## config.mk

```make
export PLATFORM = sky130hd
export DESIGN_NAME = mem_stage
export DESIGN_NICKNAME = d
export VERILOG_FILES = /design/src/rtl/mem_stage.sv
export SDC_FILE = /design/constraint.sdc
export NUM_CORES = 1
export LEC_CHECK = 0
export ABC_AREA = 1
export BUFFER_PORTS_ARGS = -buffer_cell sky130_fd_sc_hd__buf_2
export CORE_ASPECT_RATIO = 2
export CORE_MARGIN = 1
export CORE_UTILIZATION = 58
export CTS_CLUSTER_SIZE = 25
export DETAILED_ROUTE_END_ITERATION = 8
export MAX_ROUTING_LAYER = met4
export PLACE_DENSITY = 0.85
export SLEW_MARGIN = 25
export SYNTH_ARGS = -nofsm -noshare
export SYNTH_HDL_FRONTEND = slang
export SYNTH_SLANG_ARGS = --single-unit
```

## constraint.sdc

```tcl
create_clock -name clk -period 3.4 [get_ports clk]
set_input_delay 0.34 -clock clk [delete_from_list [all_inputs] [get_ports clk]]
set_output_delay 0.34 -clock clk [all_outputs]
set_load 0.05 [all_outputs]
```

## src/rtl/mem_stage.sv

```systemverilog
`default_nettype none
// +--------------------------------------------------------------------------+
// | mem_stage: MIPS MEM stage with data-memory handshake and MEM/WB register |
// | Rev 1.0                                                                  |
// +--------------------------------------------------------------------------+
module mem_stage #(
  parameter int MAX_WAIT = 15
) (
  input  logic        clk,
  input  logic        rst_n,
  input  logic        in_valid,
  input  logic [31:0] o_in,
  input  logic [31:0] b_in,
  input  logic [31:0] insn_in,
  input  logic [5:0]  aluop_in,
  input  logic        dmwe_in,
  input  logic        rwe_in,
  input  logic        rwd_in,
  input  logic        rdst_in,
  input  logic        dm_byte_in,
  input  logic        dm_half_in,
  output logic        stall,
  output logic        dm_req,
  output logic        dm_we,
  output logic [31:0] dm_addr,
  output logic [3:0]  dm_be,
  output logic [31:0] dm_wdata,
  input  logic        dm_ack,
  input  logic [31:0] dm_rdata,
  output logic        wb_valid,
  output logic [31:0] o,
  output logic [31:0] d,
  output logic [31:0] insn,
  output logic [5:0]  aluop,
  output logic        rwe,
  output logic        rwd,
  output logic        rdst,
  output logic        dm_byte,
  output logic        dm_half,
  output logic        dmwe,
  output logic        align_err,
  output logic        bus_err
);

  localparam int CW = (MAX_WAIT > 1) ? $clog2(MAX_WAIT + 1) : 1;
  localparam logic [CW-1:0] LAST = CW'(MAX_WAIT - 1);

  typedef enum logic [0:0] {S_IDLE = 1'b0, S_WAIT = 1'b1} state_t;

  state_t        state, state_nxt;
  logic [CW-1:0] cnt;

  logic        lat_we, lat_rwe, lat_rwd, lat_rdst, lat_byte, lat_half;
  logic [31:0] lat_o, lat_wdata, lat_insn;
  logic [5:0]  lat_aluop;
  logic [3:0]  lat_be;

  logic        is_mem, misaligned, accept_mem, finish;
  logic [3:0]  be_in;
  logic [31:0] wdata_in, load_d;

  assign is_mem     = dmwe_in | rwd_in;
  assign misaligned = ~dm_byte_in & (dm_half_in ? o_in[0] : (o_in[1:0] != 2'b00));
  assign accept_mem = (state == S_IDLE) & in_valid & is_mem & ~misaligned;
  assign finish     = (state == S_WAIT) & (dm_ack | (cnt == LAST));

  // Big-endian lanes: be[3] is bits [31:24], i.e. byte offset 0.
  always_comb begin
    be_in    = 4'b1111;
    wdata_in = b_in;
    if (dm_byte_in) begin
      be_in    = 4'b1000 >> o_in[1:0];
      wdata_in = {4{b_in[7:0]}};
    end else if (dm_half_in) begin
      be_in    = o_in[1] ? 4'b0011 : 4'b1100;
      wdata_in = {2{b_in[15:0]}};
    end
  end

  // Move the addressed byte/halfword to the top of the word for writeback.
  always_comb begin
    load_d = dm_rdata;
    if (lat_byte)
      load_d = dm_rdata << {lat_o[1:0], 3'b000};
    else if (lat_half)
      load_d = lat_o[1] ? {dm_rdata[15:0], 16'h0000} : dm_rdata;
  end

  assign dm_req   = (state == S_WAIT);
  assign stall    = dm_req;
  assign dm_we    = dm_req & lat_we;
  assign dm_addr  = dm_req ? {lat_o[31:2], 2'b00} : 32'h0;
  assign dm_be    = dm_req ? lat_be : 4'h0;
  assign dm_wdata = dm_req ? lat_wdata : 32'h0;

  always_ff @(posedge clk or negedge rst_n) begin
    if (!rst_n) state <= S_IDLE;
    else        state <= state_nxt;
  end

  always_comb begin
    state_nxt = state;
    case (state)
      S_IDLE:  if (accept_mem) state_nxt = S_WAIT;
      S_WAIT:  if (finish)     state_nxt = S_IDLE;
      default: state_nxt = S_IDLE;
    endcase
  end

  always_ff @(posedge clk or negedge rst_n) begin
    if (!rst_n) begin
      cnt       <= '0;
      lat_we    <= 1'b0;
      lat_rwe   <= 1'b0;
      lat_rwd   <= 1'b0;
      lat_rdst  <= 1'b0;
      lat_byte  <= 1'b0;
      lat_half  <= 1'b0;
      lat_o     <= 32'h0;
      lat_wdata <= 32'h0;
      lat_insn  <= 32'h0;
      lat_aluop <= 6'h0;
      lat_be    <= 4'h0;
      wb_valid  <= 1'b0;
      o         <= 32'h0;
      d         <= 32'h0;
      insn      <= 32'h0;
      aluop     <= 6'h0;
      rwe       <= 1'b0;
      rwd       <= 1'b0;
      rdst      <= 1'b0;
      dm_byte   <= 1'b0;
      dm_half   <= 1'b0;
      dmwe      <= 1'b0;
      align_err <= 1'b0;
      bus_err   <= 1'b0;
    end else begin
      wb_valid  <= 1'b0;
      align_err <= 1'b0;
      bus_err   <= 1'b0;
      if (state == S_IDLE) begin
        cnt <= '0;
        if (accept_mem) begin
          lat_we    <= dmwe_in;
          lat_rwe   <= rwe_in & ~dmwe_in;
          lat_rwd   <= rwd_in;
          lat_rdst  <= rdst_in;
          lat_byte  <= dm_byte_in;
          lat_half  <= dm_half_in;
          lat_o     <= o_in;
          lat_wdata <= wdata_in;
          lat_insn  <= insn_in;
          lat_aluop <= aluop_in;
          lat_be    <= be_in;
        end else if (in_valid) begin
          // Non-memory ops and misaligned accesses retire in one cycle.
          wb_valid  <= 1'b1;
          o         <= o_in;
          d         <= 32'h0;
          insn      <= insn_in;
          aluop     <= aluop_in;
          rwd       <= rwd_in;
          rdst      <= rdst_in;
          dm_byte   <= dm_byte_in;
          dm_half   <= dm_half_in;
          rwe       <= is_mem ? 1'b0 : rwe_in;
          dmwe      <= 1'b0;
          align_err <= is_mem;
        end
      end else begin
        cnt <= cnt + 1'b1;
        if (finish) begin
          cnt      <= '0;
          wb_valid <= 1'b1;
          o        <= lat_o;
          insn     <= lat_insn;
          aluop    <= lat_aluop;
          rwd      <= lat_rwd;
          rdst     <= lat_rdst;
          dm_byte  <= lat_byte;
          dm_half  <= lat_half;
          rwe      <= dm_ack & lat_rwe;
          dmwe     <= dm_ack & lat_we;
          d        <= (dm_ack & ~lat_we) ? load_d : 32'h0;
          bus_err  <= ~dm_ack;
        end
      end
    end
  end

endmodule
`default_nettype wire

```

==> impl_metrics.yaml, run 1 <==
critical_path:
  reg2reg_from: "cnt[0]$_DFF_PN0_"
  critical_path.max_fanout: 120
  slowest_delay_ns: 0.56
  crit_chain: "buf_6 -> nand2_1 -> inv_1 -> buf_2"
  path_class: "reg2out"
  worst_ep_required_time_ns: 3.06
  cp_top_family: "buffers and inverters"
  path_buf_inv: 3
  end_kind: "output pin"
  crit_path_start: "dm_req$_DFF_PN0_"
  worst_path_max_delay_cell: "sky130_fd_sc_hd__buf_6"
  cp-start-kind: "register"
  critical_path_arrival_ns: 2.24
cts:
  clockBufferDepth: 3
  cts_root_buffer: "sky130_fd_sc_hd__clkbuf_16"
  clock_tree_from_tritoncts: "built"
  clk-insertion-delay-late_ns: 0.51
  cts_hold_buf: 1
  htree_levels: 1
  cts.sink_count: 228
  post_cts_setup_repair_buffer_count: 0
  cts_repair_resized_insts: 0
  clk_pin_slew_worst_paths_ns: 0.06
  numCtsBuffers: 21
sta:
  skew_ns: 0.0259
  unrepaired_setup_endpoints_after_global_routing: "false"
  timing.final.crit_period_ns: 2.58
  setup_tns_ns: 0
  report.final.setup_viol: 0
  max_slew_margin: 0.375
  hold_ws_ns: 0.0666
  worstMarginPinSlew_ns: 0.938
  hold_viol_final: 0
  min_period_over_period: 0.759
  final-max-slew-violation-count: 0
  fmax_mhz: 387
floorplan:
  initial_core_util: 0.592
  ioPinCount: 326
  die_area_um2: 21500
  dieWidth_um: 104
  num_rows: 74
  core_area_um2: 20500
  die-height_um: 206
global_routing:
  maximum_number_of_pins_on_one_net_before_global_route_repair: 159
  first_global_vias: 11100
  global_route_wire_length_before_repair_um: 53400
  grt_use_total: 0.318
  grt_antenna_before_repair: 6
  grt_overflow: 0
worst_hold_path:
  worst_min_delay_path_category: "in2reg"
  worstHoldStart: "dm_ack"
drt:
  detail_route.drc_violations: 0
  drtIter0Drc: 681
  drt-vias-per-instance: 5.28
  dr_total_vias: 11200
  ant_nets: 0
  post_drt_wl_per_cell_um: 15.6
  routed_wl_um: 33200
  detailedRoute.firstPassIterationCount: 5
synth:
  synth_top_area_cell: "sky130_fd_sc_hd__dfrtp_1"
  synthMostInstantiatedCell: "sky130_fd_sc_hd__nand2_1"
  synth_compound_gate_area_share: 0.0922
  post_syn_area_per_cell_um2: 7.65
  synth_async_reset_ratio: 1.00
  yosys_warnings: 0
  fraction_of_the_mapped_netlist_area_in_simple_logic_gates: 0.312
  largest_family_of_logic_cells_by_synthesized_area: "simple AND/OR/NAND/NOR gates"
  synth_enable_flop_cells: 0
  synth_cells: 1584
  synth_xor_area_frac: 0.00145
  netlist-cell-type-count: 31
  synth_seq_cells: 228
  yosys-top-cells-count: "656 x sky130_fd_sc_hd__nand2_1, 228 x sky130_fd_sc_hd__dfrtp_1, 186 x sky130_fd_sc_hd__inv_1, 100 x sky130_fd_sc_hd__o21ai_0, 92 x sky130_fd_sc_hd__nand3_1"
  synth_area_um2: 12100
  synth_mux_area_frac: 0
  synth-seq-area-share: 0.471
  yosys.area_share.adder: 0.00206
  yosys-top-cells-area: "sky130_fd_sc_hd__dfrtp_1 47%, sky130_fd_sc_hd__nand2_1 20%, sky130_fd_sc_hd__nand3_2 5.9%, sky130_fd_sc_hd__inv_1 5.8%, sky130_fd_sc_hd__o21ai_0 4.1%"
  yosys.area.top_type_share: 0.471
  synth_flop_cell: "sky130_fd_sc_hd__dfrtp_1"
power:
  max-vdd-ir-drop_uv: 540
  power.share.sequential: 0.362
  power.combinational.fraction: 0.392
  pwr-share-clk: 0.245
  sw_share: 0.439
  fin_total_pwr_w: 0.0106
  switch_pwr_w: 0.00467
  design_internal_power_w: 0.00596
  p_leak_nw: 8.56
  power_per_cell_area_nw_per_um2: 743
place:
  globalplace.congestion: 0.946
  detailed_place_hpwl_um: 23500
  port_buffers: 323
  placedCellCount: 2085
finish:
  fillerInstances: 1766
  final-instance-count-excl-fill: 2130
  area_growth_syn_to_layout_pct: 18.1
  drive_above_1_share: 0.253
  design.final.nets: 1989
outcome:
  status: "finished clean"
run:
  number_of_maximum_capacitance_violations: 0
path summary, 6_finish.rpt:
| kind | end | slack, ns | depth (start not counted) |
|---|---|---|---|
| worst min-delay path | bus_err$_DFF_PN0_ | 0.07 | 2 |
| max in group asynchronous | o[15]$_DFFE_PN0P_ | 2.21 | 3 |
| worst max-delay path | dm_addr[12] | 0.82 | 4 |
| worst max register to register | insn[2]$_DFFE_PN0P_ | 1.09 | 9 |
| min in group asynchronous | d[19]$_DFFE_PN0P_ | 0.35 | 2 |
| worst min register to register | insn[8]$_DFFE_PN0P_ | 0.46 | 2 |
flip-flops by register name, indices dropped and copies added, names as in the netlist, 4 cells and up:
| name | flops |
|---|---|
| lat_aluop | 6 |
| insn | 32 |
| d | 32 |
| o | 32 |
| lat_o | 32 |
| lat_insn | 32 |
| cnt | 4 |
| lat_wdata | 32 |
| aluop | 6 |
| lat_be | 4 |
cells in the final DEF (no fill, tap or decap), types with 2 or more instances in the layout:
cell type | netlist | layout
sky130_fd_sc_hd__dfrtp_1 | 228 | 227
sky130_fd_sc_hd__nor3_1 | 7 | 7
sky130_fd_sc_hd__nand3_2 | 71 | 71
sky130_fd_sc_hd__buf_12 | 9 | 4
sky130_fd_sc_hd__ha_1 | 2 | 2
sky130_fd_sc_hd__conb_1 | 1 | 2
sky130_fd_sc_hd__bufinv_16 | 0 | 4
sky130_fd_sc_hd__a21oi_1 | 8 | 8
sky130_fd_sc_hd__clkinv_2 | 0 | 2
sky130_fd_sc_hd__o21ai_0 | 100 | 100
sky130_fd_sc_hd__inv_1 | 186 | 186
sky130_fd_sc_hd__a21boi_0 | 7 | 7
sky130_fd_sc_hd__nand2_1 | 656 | 656
sky130_fd_sc_hd__nor2_1 | 9 | 9
sky130_fd_sc_hd__inv_6 | 1 | 2
sky130_fd_sc_hd__o21ai_2 | 13 | 13
sky130_fd_sc_hd__nand3_1 | 92 | 92
sky130_fd_sc_hd__clkbuf_1 | 35 | 3
sky130_fd_sc_hd__buf_4 | 13 | 10
sky130_fd_sc_hd__diode_2 | 0 | 6
sky130_fd_sc_hd__clkbuf_8 | 0 | 6
sky130_fd_sc_hd__clkinv_1 | 2 | 2
sky130_fd_sc_hd__clkbuf_16 | 0 | 21
sky130_fd_sc_hd__o21ai_1 | 82 | 82
sky130_fd_sc_hd__inv_2 | 4 | 4
sky130_fd_sc_hd__nand2_4 | 3 | 3
sky130_fd_sc_hd__buf_2 | 28 | 322
per-layer routing:
metal / track usage / wire length [um] / up-vias
li1: - / - / 5424
met1: 0.346 / 12000 / 5248
met2: 0.551 / 17300 / 445
met3: 0.0467 / 1870 / 127
met4: 0.190 / 2070 / 0
met5: - / 0 / -
metrics by stage:
step            util  worst slack, ns  area [um2]
2_1_floorplan      -             1.23       12100
3_3_place_gp   0.661            0.937       13500
3_5_place_dp   0.661            0.861       13500
4_1_cts        0.699            0.610       14300
5_1_grt        0.700            0.724       14300
6_report       0.700            0.819       14300
logic make-up (layout without fill, tap and decap cells):
logic type	count (synthesis)	in the layout
AOI/OAI and AO/OA	210	210
xor gates and xnor gates	2	2
adders and majority gates	2	2
buffers and inverters	297	570
DFF	228	228
other	1	8
and+or+nand+nor	844	844
area by class of cell:
class | count | area (um2) | area share
multi-input cells | 1060 | 4960 | 0.347
repair buffers | 339 | 1800 | 0.126
well taps | 266 | 333 | 0.0232
clock inverters | 8 | 146 | 0.0102
flip-flops and latches | 228 | 5710 | 0.399
clock buffers | 30 | 619 | 0.0433
inverters | 193 | 729 | 0.0509
diodes | 6 | 15.0 | 0.00105
power groups by stage:
stage / Sequential, W / Clock [W] / Combinational, W
global placement: 0.00387 / 0 / 0.00409
detailed placement: 0.00388 / 0 / 0.00418
CTS: 0.00385 / 0.00265 / 0.00419
global route: 0.00392 / 0.00275 / 0.00451
floorplan: 0.00505 / 0 / 0.00197
finish: 0.00385 / 0.00261 / 0.00417
Power figures use the tool's default switching activity.
==> inputs of run 2 (changes only) <==
CORE_UTILIZATION = 53   (was 58)
PLACE_DENSITY = 0.78   (was 0.85)
clock period = 2.42 ns   (was 3.4 ns; I/O delays follow)
==> impl_metrics.yaml, run 2 (synthesis gave the netlist of run 1 again) <==
outcome:
  status: "finished clean"
finish:
  drive_above_1_share: 0.246
  area_growth_syn_to_layout_pct: 24.9
  design.final.nets: 2074
  mostFrequentLayoutCell: "sky130_fd_sc_hd__nand2_1"
  fin_area_um2: 15100
  layout_common_cells: "656 x sky130_fd_sc_hd__nand2_1, 322 x sky130_fd_sc_hd__buf_2, 227 x sky130_fd_sc_hd__dfrtp_1"
  finish.utilization: 0.680
floorplan:
  die_area_um2: 23500
  ioPinCount: 326
  num_rows: 77
  initial_core_util: 0.545
  die-height_um: 216
  core_area_um2: 22300
  dieWidth_um: 109
cts:
  clockBufferDepth: 3
  numCtsBuffers: 22
  clk_pin_slew_worst_paths_ns: 0.07
  cts.sink_count: 228
  cts_root_buffer: "sky130_fd_sc_hd__clkbuf_16"
  clock_tree_from_tritoncts: "built"
  post_cts_setup_repair_buffer_count: 0
  htree_levels: 1
  clk-insertion-delay-late_ns: 0.52
drt:
  post_drt_wl_per_cell_um: 16.2
  drtIter0Drc: 766
  detail_route.drc_violations: 0
  dr_total_vias: 11700
  detailedRoute.firstPassIterationCount: 7
  drt-vias-per-instance: 5.26
  ant_nets: 0
  routed_wl_um: 35900
power:
  switch_pwr_w: 0.00669
  p_leak_nw: 8.91
  power_per_cell_area_nw_per_um2: 981
  pwr-share-clk: 0.224
  sw_share: 0.451
  max-vdd-ir-drop_uv: 872
  power.combinational.fraction: 0.413
  design_internal_power_w: 0.00816
  power.share.sequential: 0.363
global_routing:
  first_global_vias: 11400
  grt_antenna_before_repair: 4
  global_route_wire_length_before_repair_um: 56600
  grt_use_total: 0.315
  grt_overflow: 0
  maximum_number_of_pins_on_one_net_before_global_route_repair: 93
sta:
  setup_tns_ns: 0
  worstMarginPinSlew_ns: 0.575
  unrepaired_setup_endpoints_after_global_routing: "false"
  final-max-slew-violation-count: 0
  max_slew_margin: 0.617
  timing.final.crit_period_ns: 2.30
  skew_ns: 0.0109
  hold_viol_final: 0
  fmax_mhz: 436
  hold_ws_ns: 0.0114
  report.final.setup_viol: 0
  min_period_over_period: 0.949
place:
  globalplace.congestion: 0.923
  port_buffers: 323
  placed_cell_area_um2: 13700
  detailed_place_hpwl_um: 23800
critical_path:
  cp-start-kind: "register"
  end_kind: "output pin"
  path_class: "reg2out"
  crit_chain: "buf_16 -> buf_16 -> nand2_1 -> inv_1 -> buf_2"
  regToRegEndpoint: "d[18]$_DFFE_PN0P_"
  critical_path_arrival_ns: 2.05
  slowest_delay_ns: 0.49
  critical_path.max_fanout: 71
  reg2reg_from: "dm_req$_DFF_PN0_"
  r2r.worst_path.cells: 8
  worst_ep_required_time_ns: 2.18
  worst_path_most_repeated_cell: "sky130_fd_sc_hd__buf_16"
  worst_path_max_delay_cell: "sky130_fd_sc_hd__dfrtp_4"
  timing.reg2reg.setup_slack_ns: 0.55
worst_hold_path:
  min_path_cells: 3
  worstHoldStart: "in_valid"
  min_to: "align_err$_DFF_PN0_"
  worst_min_delay_path_category: "in2reg"
run:
  number_of_maximum_capacitance_violations: 0
[run 2: changes by cell type in the layout (fill, tap and decap cells not counted), moves of 2 or more]
cell and delta:
sky130_fd_sc_hd__clkbuf_1 +2, sky130_fd_sc_hd__clkinv_2 +2, sky130_fd_sc_hd__diode_2 -2, sky130_fd_sc_hd__buf_4 +6, sky130_fd_sc_hd__clkbuf_16 +2, sky130_fd_sc_hd__clkbuf_8 -4, sky130_fd_sc_hd__dlygate4sd3_1 +73, sky130_fd_sc_hd__buf_16 +2
sky130_fd_sc_hd__buf_12 +3, sky130_fd_sc_hd__bufinv_16 -3
[run 2: power groups by stage]
stage	registers [W]	clock network, W	logic (W)
2_1_floorplan	0.00709	0	0.00276
3_3_place_gp	0.00540	0	0.00589
3_5_place_dp	0.00542	0	0.00598
4_1_cts	0.00537	0.00338	0.00609
5_1_grt	0.00549	0.00353	0.00662
6_report	0.00538	0.00333	0.00614
[run 2: timing repair]
action / in CTS / in global routing
hold buffers: 74 / 0
hold endpoints to repair: 127 / 0
endpoints found under the setup margin: 0 / 19
gates resized for setup: 0 / 2
[run 2: worst max-delay path by stage]
| stage | startpoint | endpoint | slack (ns) | depth (start not counted) |
|---|---|---|---|---|
| floorplan | dm_req$_DFF_PN0_ | dm_wdata[11] | 0.34 | 7 |
| global placement | dm_req$_DFF_PN0_ | dm_addr[19] | 0.64 | 5 |
| detailed placement | dm_req$_DFF_PN0_ | d[26]$_DFFE_PN0P_ | 0.60 | 8 |
| CTS | dm_req$_DFF_PN0_ | dm_addr[14] | 0.06 | 5 |
| global route | dm_req$_DFF_PN0_ | dm_wdata[0] | 0.02 | 5 |
| finish | dm_req$_DFF_PN0_ | dm_wdata[0] | 0.12 | 5 |
[run 2: metal layers]
| metal | wire length (um) | track usage | vias up |
|---|---|---|---|
| met5 | 0 | - | - |
| met4 | 2260 | 0.188 | 0 |
| met3 | 2040 | 0.0471 | 154 |
| met2 | 18500 | 0.531 | 455 |
| met1 | 13100 | 0.344 | 5480 |
| li1 | - | - | 5593 |
[run 2: critical path, delay by kind of cell, from the launching register on]
| family | cells | cell delay, ns |
|---|---|---|
| AND/OR/NAND/NOR | 1 | 0.12 |
| buffers and inverters | 4 | 0.91 |
| flip-flops | 1 | 0.49 |
[run 2: metrics by stage]
stage / power, W / cells / setup WS (ns)
after floorplan: 0.00986 / 1585 / 0.345
after global placement: 0.0113 / 2105 / 0.644
after detailed placement: 0.0114 / 2105 / 0.597
after CTS: 0.0148 / 2215 / 0.0592
after global routing: 0.0156 / 2220 / 0.0219
final: 0.0148 / 2220 / 0.124
[run 2: cell type report]
| cell class | count | area [um2] |
|---|---|---|
| Antenna cell | 4 | 10.0 |
| Clock buffer | 29 | 597 |
| Sequential cell | 228 | 5710 |
| Clock inverter | 7 | 73.8 |
| Timing Repair Buffer | 423 | 2710 |
| Tap cell | 276 | 345 |
| Inverter | 193 | 729 |
| Fill cell | 1821 | 7110 |
| Multi-Input combinational cell | 1060 | 4970 |
